==> src/rtl/fifo_status_pkg.sv <==
// -----------------------------------------------------------------------------
// fifo_status_pkg
//   Shared types and reset constants for fifo_status_detector.
//   - level_state_e : occupancy level FSM state (2-bit encoding)
//   - RST_*         : reset values of the registered status flags
// -----------------------------------------------------------------------------
package fifo_status_pkg;

  typedef enum logic [1:0] {
    S_EMPTY   = 2'd0,
    S_PARTIAL = 2'd1,
    S_FULL    = 2'd2
  } level_state_e;

  localparam logic RST_ALMOST_EMPTY = 1'b1;
  localparam logic RST_ALMOST_FULL  = 1'b0;
  localparam logic RST_BECAME       = 1'b0;
  localparam logic RST_ERR          = 1'b0;

endpackage : fifo_status_pkg

==> src/rtl/fifo_status_detector_cell_popcount.sv <==
// -----------------------------------------------------------------------------
// cell_popcount
//   Purely combinational count of set bits in a N_CELLS-wide vector.
//   Ports:
//     bits   in   N_CELLS  vector to count
//     count  out  CNT_W    number of ones in bits
//   The result cannot wrap because N_CELLS < 2**CNT_W.
// -----------------------------------------------------------------------------
module cell_popcount #(
  parameter int N_CELLS = 16,
  parameter int CNT_W   = $clog2(N_CELLS + 1)
) (
  input  logic [N_CELLS-1:0] bits,
  output logic [CNT_W-1:0]   count
);

  // Written as a linear sum for readability; synthesis rebalances it into an
  // adder tree since the operands are independent.
  always_comb begin
    // NOTE: every variable assigned in always_comb gets a default first, so no
    // path through the block can leave it unassigned and infer a latch.
    count = '0;
    for (int i = 0; i < N_CELLS; i++) begin
      count = count + CNT_W'(bits[i]);
    end
  end

endmodule : cell_popcount

==> src/rtl/fifo_status_detector.sv <==
// -----------------------------------------------------------------------------
// fifo_status_detector
//   Registered occupancy status for an N_CELLS-deep cell FIFO, derived from the
//   per-cell empty bits, plus sticky overflow/underflow flags from put/get.
//   Two-stage pipeline: stage 1 samples e_i, stage 2 registers the count and
//   every flag derived from it. Latency e_i -> outputs is 2 cycles.
//
//   Ports:
//     clk           in   1        rising-edge clock
//     reset         in   1        synchronous, active-high reset
//     e_i           in   N_CELLS  per-cell empty bit (1 = cell empty)
//     put_i         in   1        producer write strobe
//     get_i         in   1        consumer read strobe
//     err_clr_i     in   1        clears sticky error flags
//     count_o       out  CNT_W    occupied cell count
//     empty / full  out  1        level FSM in S_EMPTY / S_FULL
//     almost_empty  out  1        low-watermark flag
//     almost_full   out  1        high-watermark flag
//     became_empty  out  1        1-cycle pulse on entry to S_EMPTY
//     became_full   out  1        1-cycle pulse on entry to S_FULL
//     ovf_o / udf_o out  1        sticky overflow / underflow
//
//   Configuration macro: FIFO_STATUS_HYST_EN
//     defined   : watermark flags use HYST cells of hysteresis
//     undefined : watermark flags are plain registered compares (HYST unused)
// -----------------------------------------------------------------------------
module fifo_status_detector
  import fifo_status_pkg::*;
#(
  parameter int N_CELLS  = 16,
  parameter int AE_LEVEL = 2,
  parameter int AF_LEVEL = 14,
  parameter int HYST     = 1,
  parameter int CNT_W    = $clog2(N_CELLS + 1)
) (
  input  logic               clk,
  input  logic               reset,
  input  logic [N_CELLS-1:0] e_i,
  input  logic               put_i,
  input  logic               get_i,
  input  logic               err_clr_i,
  output logic [CNT_W-1:0]   count_o,
  output logic               empty,
  output logic               full,
  output logic               almost_empty,
  output logic               almost_full,
  output logic               became_empty,
  output logic               became_full,
  output logic               ovf_o,
  output logic               udf_o
);

  // Elaboration-time guard against inconsistent parameter sets.
  if (N_CELLS < 2 || AE_LEVEL < 0 || AE_LEVEL >= AF_LEVEL || AF_LEVEL > N_CELLS ||
      HYST < 0 || HYST > AF_LEVEL - AE_LEVEL || CNT_W != $clog2(N_CELLS + 1)) begin : g_param_check
    $error("fifo_status_detector: illegal parameter combination");
  end

  localparam logic [CNT_W-1:0] OCC_FULL = CNT_W'(N_CELLS);
  localparam logic [CNT_W-1:0] AE_Q     = CNT_W'(AE_LEVEL);
  localparam logic [CNT_W-1:0] AF_Q     = CNT_W'(AF_LEVEL);
`ifdef FIFO_STATUS_HYST_EN
  localparam logic [CNT_W-1:0] AF_CLR_Q = CNT_W'(AF_LEVEL - HYST);
  localparam logic [CNT_W-1:0] AE_CLR_Q = CNT_W'(AE_LEVEL + HYST);
`endif

  logic [N_CELLS-1:0] e_q;
  logic [CNT_W-1:0]   occ;
  level_state_e       state_q, state_d;
  logic               ae_d, af_d;
  logic               ovf_set, udf_set;

  // Stage 2 counts occupied cells, i.e. the zeros of the sampled empty vector.
  cell_popcount #(
    .N_CELLS (N_CELLS),
    .CNT_W   (CNT_W)
  ) u_popcount (
    .bits  (~e_q),
    .count (occ)
  );

  // Next level state depends only on the new occupancy.
  always_comb begin
    state_d = S_PARTIAL;
    if (occ == '0)            state_d = S_EMPTY;
    else if (occ == OCC_FULL) state_d = S_FULL;
  end

  always_comb begin
`ifdef FIFO_STATUS_HYST_EN
    // Between the set and clear thresholds each flag holds its last value.
    af_d = almost_full;
    if (occ >= AF_Q)          af_d = 1'b1;
    else if (occ < AF_CLR_Q)  af_d = 1'b0;
    ae_d = almost_empty;
    if (occ <= AE_Q)          ae_d = 1'b1;
    else if (occ > AE_CLR_Q)  ae_d = 1'b0;
`else
    af_d = (occ >= AF_Q);
    ae_d = (occ <= AE_Q);
`endif
  end

  // Simultaneous put and get is a legal pass-through, never an error.
  assign ovf_set = put_i && !get_i && full;
  assign udf_set = get_i && !put_i && empty;

  assign empty = (state_q == S_EMPTY);
  assign full  = (state_q == S_FULL);

  always_ff @(posedge clk) begin
    // NOTE: state registers use non-blocking assignments so every flop samples
    // the pre-edge values, independent of statement order.
    if (reset) begin
      e_q          <= '1;
      count_o      <= '0;
      state_q      <= S_EMPTY;
      almost_empty <= RST_ALMOST_EMPTY;
      almost_full  <= RST_ALMOST_FULL;
      became_empty <= RST_BECAME;
      became_full  <= RST_BECAME;
      ovf_o        <= RST_ERR;
      udf_o        <= RST_ERR;
    end else begin
      e_q          <= e_i;
      count_o      <= occ;
      state_q      <= state_d;
      almost_empty <= ae_d;
      almost_full  <= af_d;
      became_empty <= (state_d == S_EMPTY) && (state_q != S_EMPTY);
      became_full  <= (state_d == S_FULL)  && (state_q != S_FULL);
      // A new error event wins over a clear in the same cycle.
      ovf_o        <= ovf_set || (ovf_o && !err_clr_i);
      udf_o        <= udf_set || (udf_o && !err_clr_i);
    end
  end

endmodule : fifo_status_detector

==> config.mk <==
export PLATFORM = sky130hd
export DESIGN_NAME = fifo_status_detector
export DESIGN_NICKNAME = d
export VERILOG_FILES = /design/src/rtl/fifo_status_pkg.sv /design/src/rtl/fifo_status_detector_cell_popcount.sv /design/src/rtl/fifo_status_detector.sv
export SDC_FILE = /design/constraint.sdc
export NUM_CORES = 1
export LEC_CHECK = 0
export ABC_AREA = 1
export CAP_MARGIN = 0
export CORE_UTILIZATION = 51
export CTS_CLUSTER_SIZE = 8
export DETAILED_ROUTE_END_ITERATION = 10
export GPL_TIMING_DRIVEN = 0
export PLACE_DENSITY_LB_ADDON = 0.25
export SLEW_MARGIN = 20
export SYNTH_ARGS = -nofsm -noshare
export SYNTH_HDL_FRONTEND = slang
export SYNTH_SLANG_ARGS = --single-unit
==> constraint.sdc <==
create_clock -name clk -period 10.3 [get_ports clk]
set_input_delay 3.09 -clock clk [delete_from_list [all_inputs] [get_ports clk]]
set_output_delay 3.09 -clock clk [all_outputs]
set_load 0.05 [all_outputs]
==> results_dict.tcl, run 1 <==
set metrics [dict create \
    synth_top_area_cell "dfxtp_1" \
    min_to "udf_o" \
    tns_ps 0 \
    grt_pass1_wl_um 3740 \
    antenna_found_initial 0 \
    cp-end-kind "output pin" \
    nets 223 \
    num_io_pins 34 \
    hold_class "reg2reg" \
    diodes 0 \
    status "complete, no violations" \
    final_max_slew_viol_count 0 \
    leakage_nw 0.879 \
    initialDrtViolationCount 13 \
    drtAntennaViolNets 0 \
    cts_tree "yes" \
    syn_area_um2 1330 \
    synth-edff-count 0 \
    drc 0 \
    yosys.cell_count.top_type "inv_1" \
    synth.ff_latch_count 29 \
    p_per_area_nw_per_um2 216 \
    cts_hold_buf 0 \
    drv_cap 0 \
    slew_headroom_pct 65.2 \
    synth-main-ff-cell "dfxtp_1" \
    drive_gt1_share_pct 17.6 \
    grt-ovfl-total 0 \
    routedWlPerCell_um 10.4 \
    crit_arrival_ps 1750 \
    clk_path_buf_depth 2 \
    rows 18 \
    timing.fmax_mhz 206 \
    min_from "udf_o" \
    cts.htree.levels 2 \
    yosys_warnings 0 \
    rsz0062_at_grt "false" \
    cp_max_fo 3 \
    wl_um 2260 \
    die_y_um 53.0 \
    synth_common_cells "38 x inv_1, 29 x dfxtp_1, 16 x or2_2, 15 x nand2_1" \
    fin_crit_sh_pct 47.0 \
    grt_pass1_vias 929 \
    worstPathRequired_ps 7210 \
    rrSetupSlack_ps 6190 \
    path_class "reg2out" \
    core_um2 2450 \
    root_buffer "clkbuf_4" \
    clock_skew_ps 7.00 \
    start_kind "register" \
    post_cts_resized 0 \
    vias_per_cell 4.58 \
    ir_worst_vdd_mv 0.171 \
    cts_num_sinks 29 \
    synthesis.nets 183 \
    ys_types 20 \
    hpwl_um 1810 \
    synthToLayoutAreaGrowth_pct 31.9 \
    grt_start_max_net_pins 11 \
    cts_made_buffers 5 \
    setup_violations 0 \
    hold_depth 2 \
    timing.hold.ws_ps 488 \
    synthArstFlopShare_pct 0 \
    start_util_pct 54.0 \
    postCtsSetupBuffers 0 \
    fin_crit_ps 4840 \
    die_x_um 53.0 \
    total_power_mw 0.377 \
    r2r-end "state_q[0]" \
    dieArea_um2 2810 \
    timing.final.hold_violations 0 \
    io_buffers 33 \
    netlist_instances 147 \
    path_clk_slew_ps 90 \
    clk_latency_ps 330 \
    r2r-start "e_q[0]" \
    synth.avg_cell_area_um2 9.01 \
    grt_use_total_pct 19.9 \
    worstRegToRegCells 16 \
    first_pass_iters 6 \
    ys_seq_area_share_pct 43.8 \
    place_congestion 0.805 \
    tightest_slew_ps 521 \
    synth_area_leaders "dfxtp_1 44%, fa_1 15%, inv_1 11%, or2_2 7.6%, ha_1 4.7%" \
    synth_top_area_share_pct 43.8 \
    num_vias 993 \
]
==> final cells by class <==
type                       instances  area [µm²]
sequential                        29         581
fill                             197         707
inverter                          40         150
multi-input combinational         76         586
timing repair buffer              33         330
tap                               30        37.5
buffer                             2        8.76
clock buffer                       7        55.1
==> critical path, stage by stage (launching register included) <==
cell             delay, ps
dfxtp_1                350
inv_1                   40
nor2_1                 190
clkdlybuf4s50_1        840
==> state kept, by name, indices dropped and copies added (netlist names) <==
name          cells
ovf_o             1
became_full       1
e_q              16
state_q           2
almost_full       1
almost_empty      1
udf_o             1
became_empty      1
count_o           5
==> layer usage <==
layer	track usage (%)	vias to the layer above	part of all wire [%]	routed length, µm
met3	9.48	9	5.9	133
met4	10.5	0	2.9	65
met5	0	-	0	0
met2	35.9	30	55	1250
li1	-	500	-	-
met1	18.2	454	36	806
==> cells in the final DEF (no fill, tap or decap) <==
| cell type | Yosys | final |
|---|---|---|
| clkbuf_1 | 1 | 2 |
| clkbuf_2 | 1 | 1 |
| nor3_1 | 1 | 1 |
| dfxtp_1 | 29 | 29 |
| a21oi_1 | 3 | 3 |
| a21oi_4 | 1 | 1 |
| nand3_1 | 6 | 6 |
| or2_2 | 16 | 16 |
| nor2_2 | 4 | 4 |
| nand2_2 | 1 | 1 |
| clkdlybuf4s50_1 | 0 | 33 |
| clkbuf_4 | 0 | 5 |
| inv_2 | 2 | 2 |
| o21ai_1 | 1 | 1 |
| inv_1 | 38 | 38 |
| ha_1 | 5 | 5 |
| nor2_1 | 10 | 10 |
| o21ai_0 | 1 | 1 |
| nor2_4 | 1 | 1 |
| fa_1 | 10 | 10 |
| nand2_1 | 15 | 15 |
| nand3_2 | 1 | 1 |
| clkbuf_8 | 0 | 1 |
==> power by group <==
| group | total (mW) | switching, mW | internal [mW] |
|---|---|---|---|
| sequential | 0.131 | 0.00410 | 0.127 |
| clock | 0.0687 | 0.0365 | 0.0321 |
| combinational | 0.177 | 0.111 | 0.0663 |
==> kinds of logic (layout without fill, tap and decap cells) <==
family	count (synthesis)	count (layout)	share of synthesized area, %
AOI/OAI and AO/OA	6	6	3.12
adders and majority gates	15	15	19.8
buffers and inverters	42	82	12.0
DFF	29	29	43.8
and+or+nand+nor	55	55	21.2
==> through the flow <==
| step | instance area [µm²] | util [%] | std cells | setup WS [ps] |
|---|---|---|---|---|
| after detailed placement | 1690 | 69.0 | 210 | 5800 |
| after CTS | 1750 | 71.2 | 217 | 5430 |
| after floorplan | 1330 | - | 147 | 6140 |
| after global placement | 1690 | 69.0 | 210 | 5840 |
| final | 1750 | 71.2 | 217 | 5460 |
| after global routing | 1750 | 71.2 | 217 | 5340 |
==> worst max-delay path by stage <==
stage	startpoint	end	slack [ps]
after floorplan	state_q[1]	full	6140
after global placement	state_q[1]	full	5840
after detailed placement	state_q[1]	full	5800
after CTS	state_q[1]	full	5430
after global routing	state_q[1]	full	5340
final	state_q[1]	full	5460
Power figures use the tool's default switching activity.
==> inputs of run 2 (changes only) <==
--- a/config.mk
+++ b/config.mk
@@ -7,7 +7,7 @@
 export LEC_CHECK = 0
 export ABC_AREA = 1
 export CAP_MARGIN = 0
-export CORE_UTILIZATION = 51
+export CORE_UTILIZATION = 47
 export CTS_CLUSTER_SIZE = 8
 export DETAILED_ROUTE_END_ITERATION = 10
 export GPL_TIMING_DRIVEN = 0
==> constraint.sdc (replaced) <==
create_clock -name clk -period 4.71 [get_ports clk]
set_input_delay 1.413 -clock clk [delete_from_list [all_inputs] [get_ports clk]]
set_output_delay 1.413 -clock clk [all_outputs]
set_load 0.05 [all_outputs]
==> results_dict.tcl, run 2 (synthesis gave the netlist of run 1 again) <==
set metrics [dict create \
    num_vias 1007 \
    r2r-start "e_q[0]" \
    p_per_area_nw_per_um2 482 \
    dieArea_um2 3040 \
    seqPwrFrac_pct 33.6 \
    largest_reg_flops 16 \
    fin_ws_ps 481 \
    wl_um 2350 \
    core_um2 2570 \
    worstPathRequired_ps 4940 \
    drtAntennaViolNets 0 \
    setup_violations 0 \
    clk_latency_ps 320 \
    placed_cells 210 \
    antenna_found_initial 0 \
    setup.worst_path.start "e_q[0]" \
    start_util_pct 51.6 \
    io_buffers 33 \
    final_common_cell "inv_1" \
    total_power_mw 0.849 \
    root_buffer "clkbuf_4" \
    place_ws_ps 482 \
    multi_input_area_um2 586 \
    die_x_um 55.1 \
    hpwl_um 1980 \
    slew_headroom_pct 65.9 \
    cp_cell_sequence "inv_1, ha_1, fa_1, fa_1, fa_1, fa_1, fa_1, inv_1, fa_1, inv_2, nor2_1, nor2_2, nor2_2, nand2_1, nand2_1, inv_1" \
    critPathMaxStageDelay_ps 560 \
    crit_path_end "state_q[0]" \
    fin_crit_sh_pct 89.8 \
    rsz0062_at_grt "false" \
    largest_registers "e_q (16), count_o (5), state_q (2)" \
    grt_pass1_wl_um 4090 \
    cts_num_sinks 29 \
    num_io_pins 34 \
    r2r-end "state_q[0]" \
    postCtsSetupBuffers 0 \
    fin_crit_ps 4230 \
    hold_depth 2 \
    cts_made_buffers 5 \
    largest_register "e_q" \
    timing.final.hold_violations 0 \
    post_cts_resized 0 \
    drive_gt1_share_pct 18.6 \
    p_comb_share_pct 46.4 \
    path_clk_slew_ps 90 \
    drc 0 \
    place_congestion 0.826 \
    cp-end-kind "register" \
    stdcell_count 218 \
    nets 223 \
    hold_class "reg2reg" \
    cts.htree.levels 2 \
    fin_area_um2 1760 \
    ir_worst_vdd_mv 0.341 \
    drv_cap 0 \
    status "complete, no violations" \
    rrSetupSlack_ps 480 \
    clkPwrFrac_pct 19.9 \
    grt_pass1_vias 1031 \
    clk_path_buf_depth 2 \
    diodes 0 \
    grt-ovfl-total 0 \
    clock_skew_ps 5.31 \
    cts_tree "yes" \
    power_report.internal_total_mw 0.510 \
    timing.fmax_mhz 236 \
    final_max_slew_viol_count 0 \
    first_pass_iters 3 \
    start_kind "register" \
    crit_path_frequent_cell "fa_1" \
    tns_ps 0 \
    layout_common_cells "38 x inv_1, 33 x clkdlybuf4s50_1, 29 x dfxtp_1" \
    rows 18 \
    initialDrtViolationCount 3 \
    cpMaxStageDelayCell "fa_1" \
    vias_per_cell 4.62 \
    crit_arrival_ps 4460 \
    routedWlPerCell_um 10.8 \
    cts_hold_buf 0 \
    tightest_slew_ps 510 \
    die_y_um 55.1 \
    grt_use_total_pct 20.5 \
    n_fill_cell 217 \
    cp_max_fo 3 \
    grt_start_max_net_pins 11 \
    ff_latch_area_um2 581 \
    placed_area_um2 1690 \
    worstRegToRegCells 16 \
    synthToLayoutAreaGrowth_pct 33.0 \
    path_class "reg2reg" \
    switching_share_pct 40.0 \
    p_switching_mw 0.340 \
    leakage_nw 0.889 \
]
-- run 2: through the flow --
step | hold slack (ps) | util, %
final | 468 | 68.7
after global routing | 493 | 68.7
after CTS | 472 | 68.7
after detailed placement | 459 | 65.9
after global placement | 452 | 65.9
after floorplan | 620 | -
-- run 2: final cells by class --
| cell class | instances | area share (%) |
|---|---|---|
| inverter | 40 | 8.52 |
| clock buffer | 7 | 3.69 |
| multi-input combinational | 76 | 33.2 |
| buffer | 2 | 0.497 |
| timing repair buffer | 33 | 18.7 |
| clock inverter | 1 | 0.284 |
| tap | 30 | 2.13 |
| sequential | 29 | 32.9 |
-- run 2: power by group through the flow --
stage / clock network, mW / logic (mW) / registers [mW]
6_report: 0.169 / 0.395 / 0.286
5_1_grt: 0.187 / 0.440 / 0.291
4_1_cts: 0.173 / 0.395 / 0.286
3_5_place_dp: 0 / 0.395 / 0.292
3_3_place_gp: 0 / 0.376 / 0.291
2_1_floorplan: 0 / 0.213 / 0.363
-- run 2: worst min path at each step --
stage	to	from	slack [ps]
floorplan	count_o[0]	e_q[3]	620
global placement	ovf_o	ovf_o	450
detailed placement	udf_o	udf_o	460
CTS	udf_o	udf_o	470
global route	udf_o	udf_o	490
finish	udf_o	udf_o	470
-- run 2: metal layers --
layer / up-vias / routed length [µm] / GRT usage [%] / share of wire (%)
met5: - / 0 / 0 / 0
li1: 499 / - / - / -
met2: 28 / 1350 / 39.4 / 57
met1: 472 / 812 / 17.6 / 35
met4: 0 / 61 / 10.0 / 2.6
met3: 8 / 123 / 9.02 / 5.2
-- run 2: worst max-delay path: cells and delay by family, from the launching register on --
kind	cells	cell delay [ps]
simple gates	5	550
buf+inv	4	230
flops	1	320
fa+ha+maj	7	3050
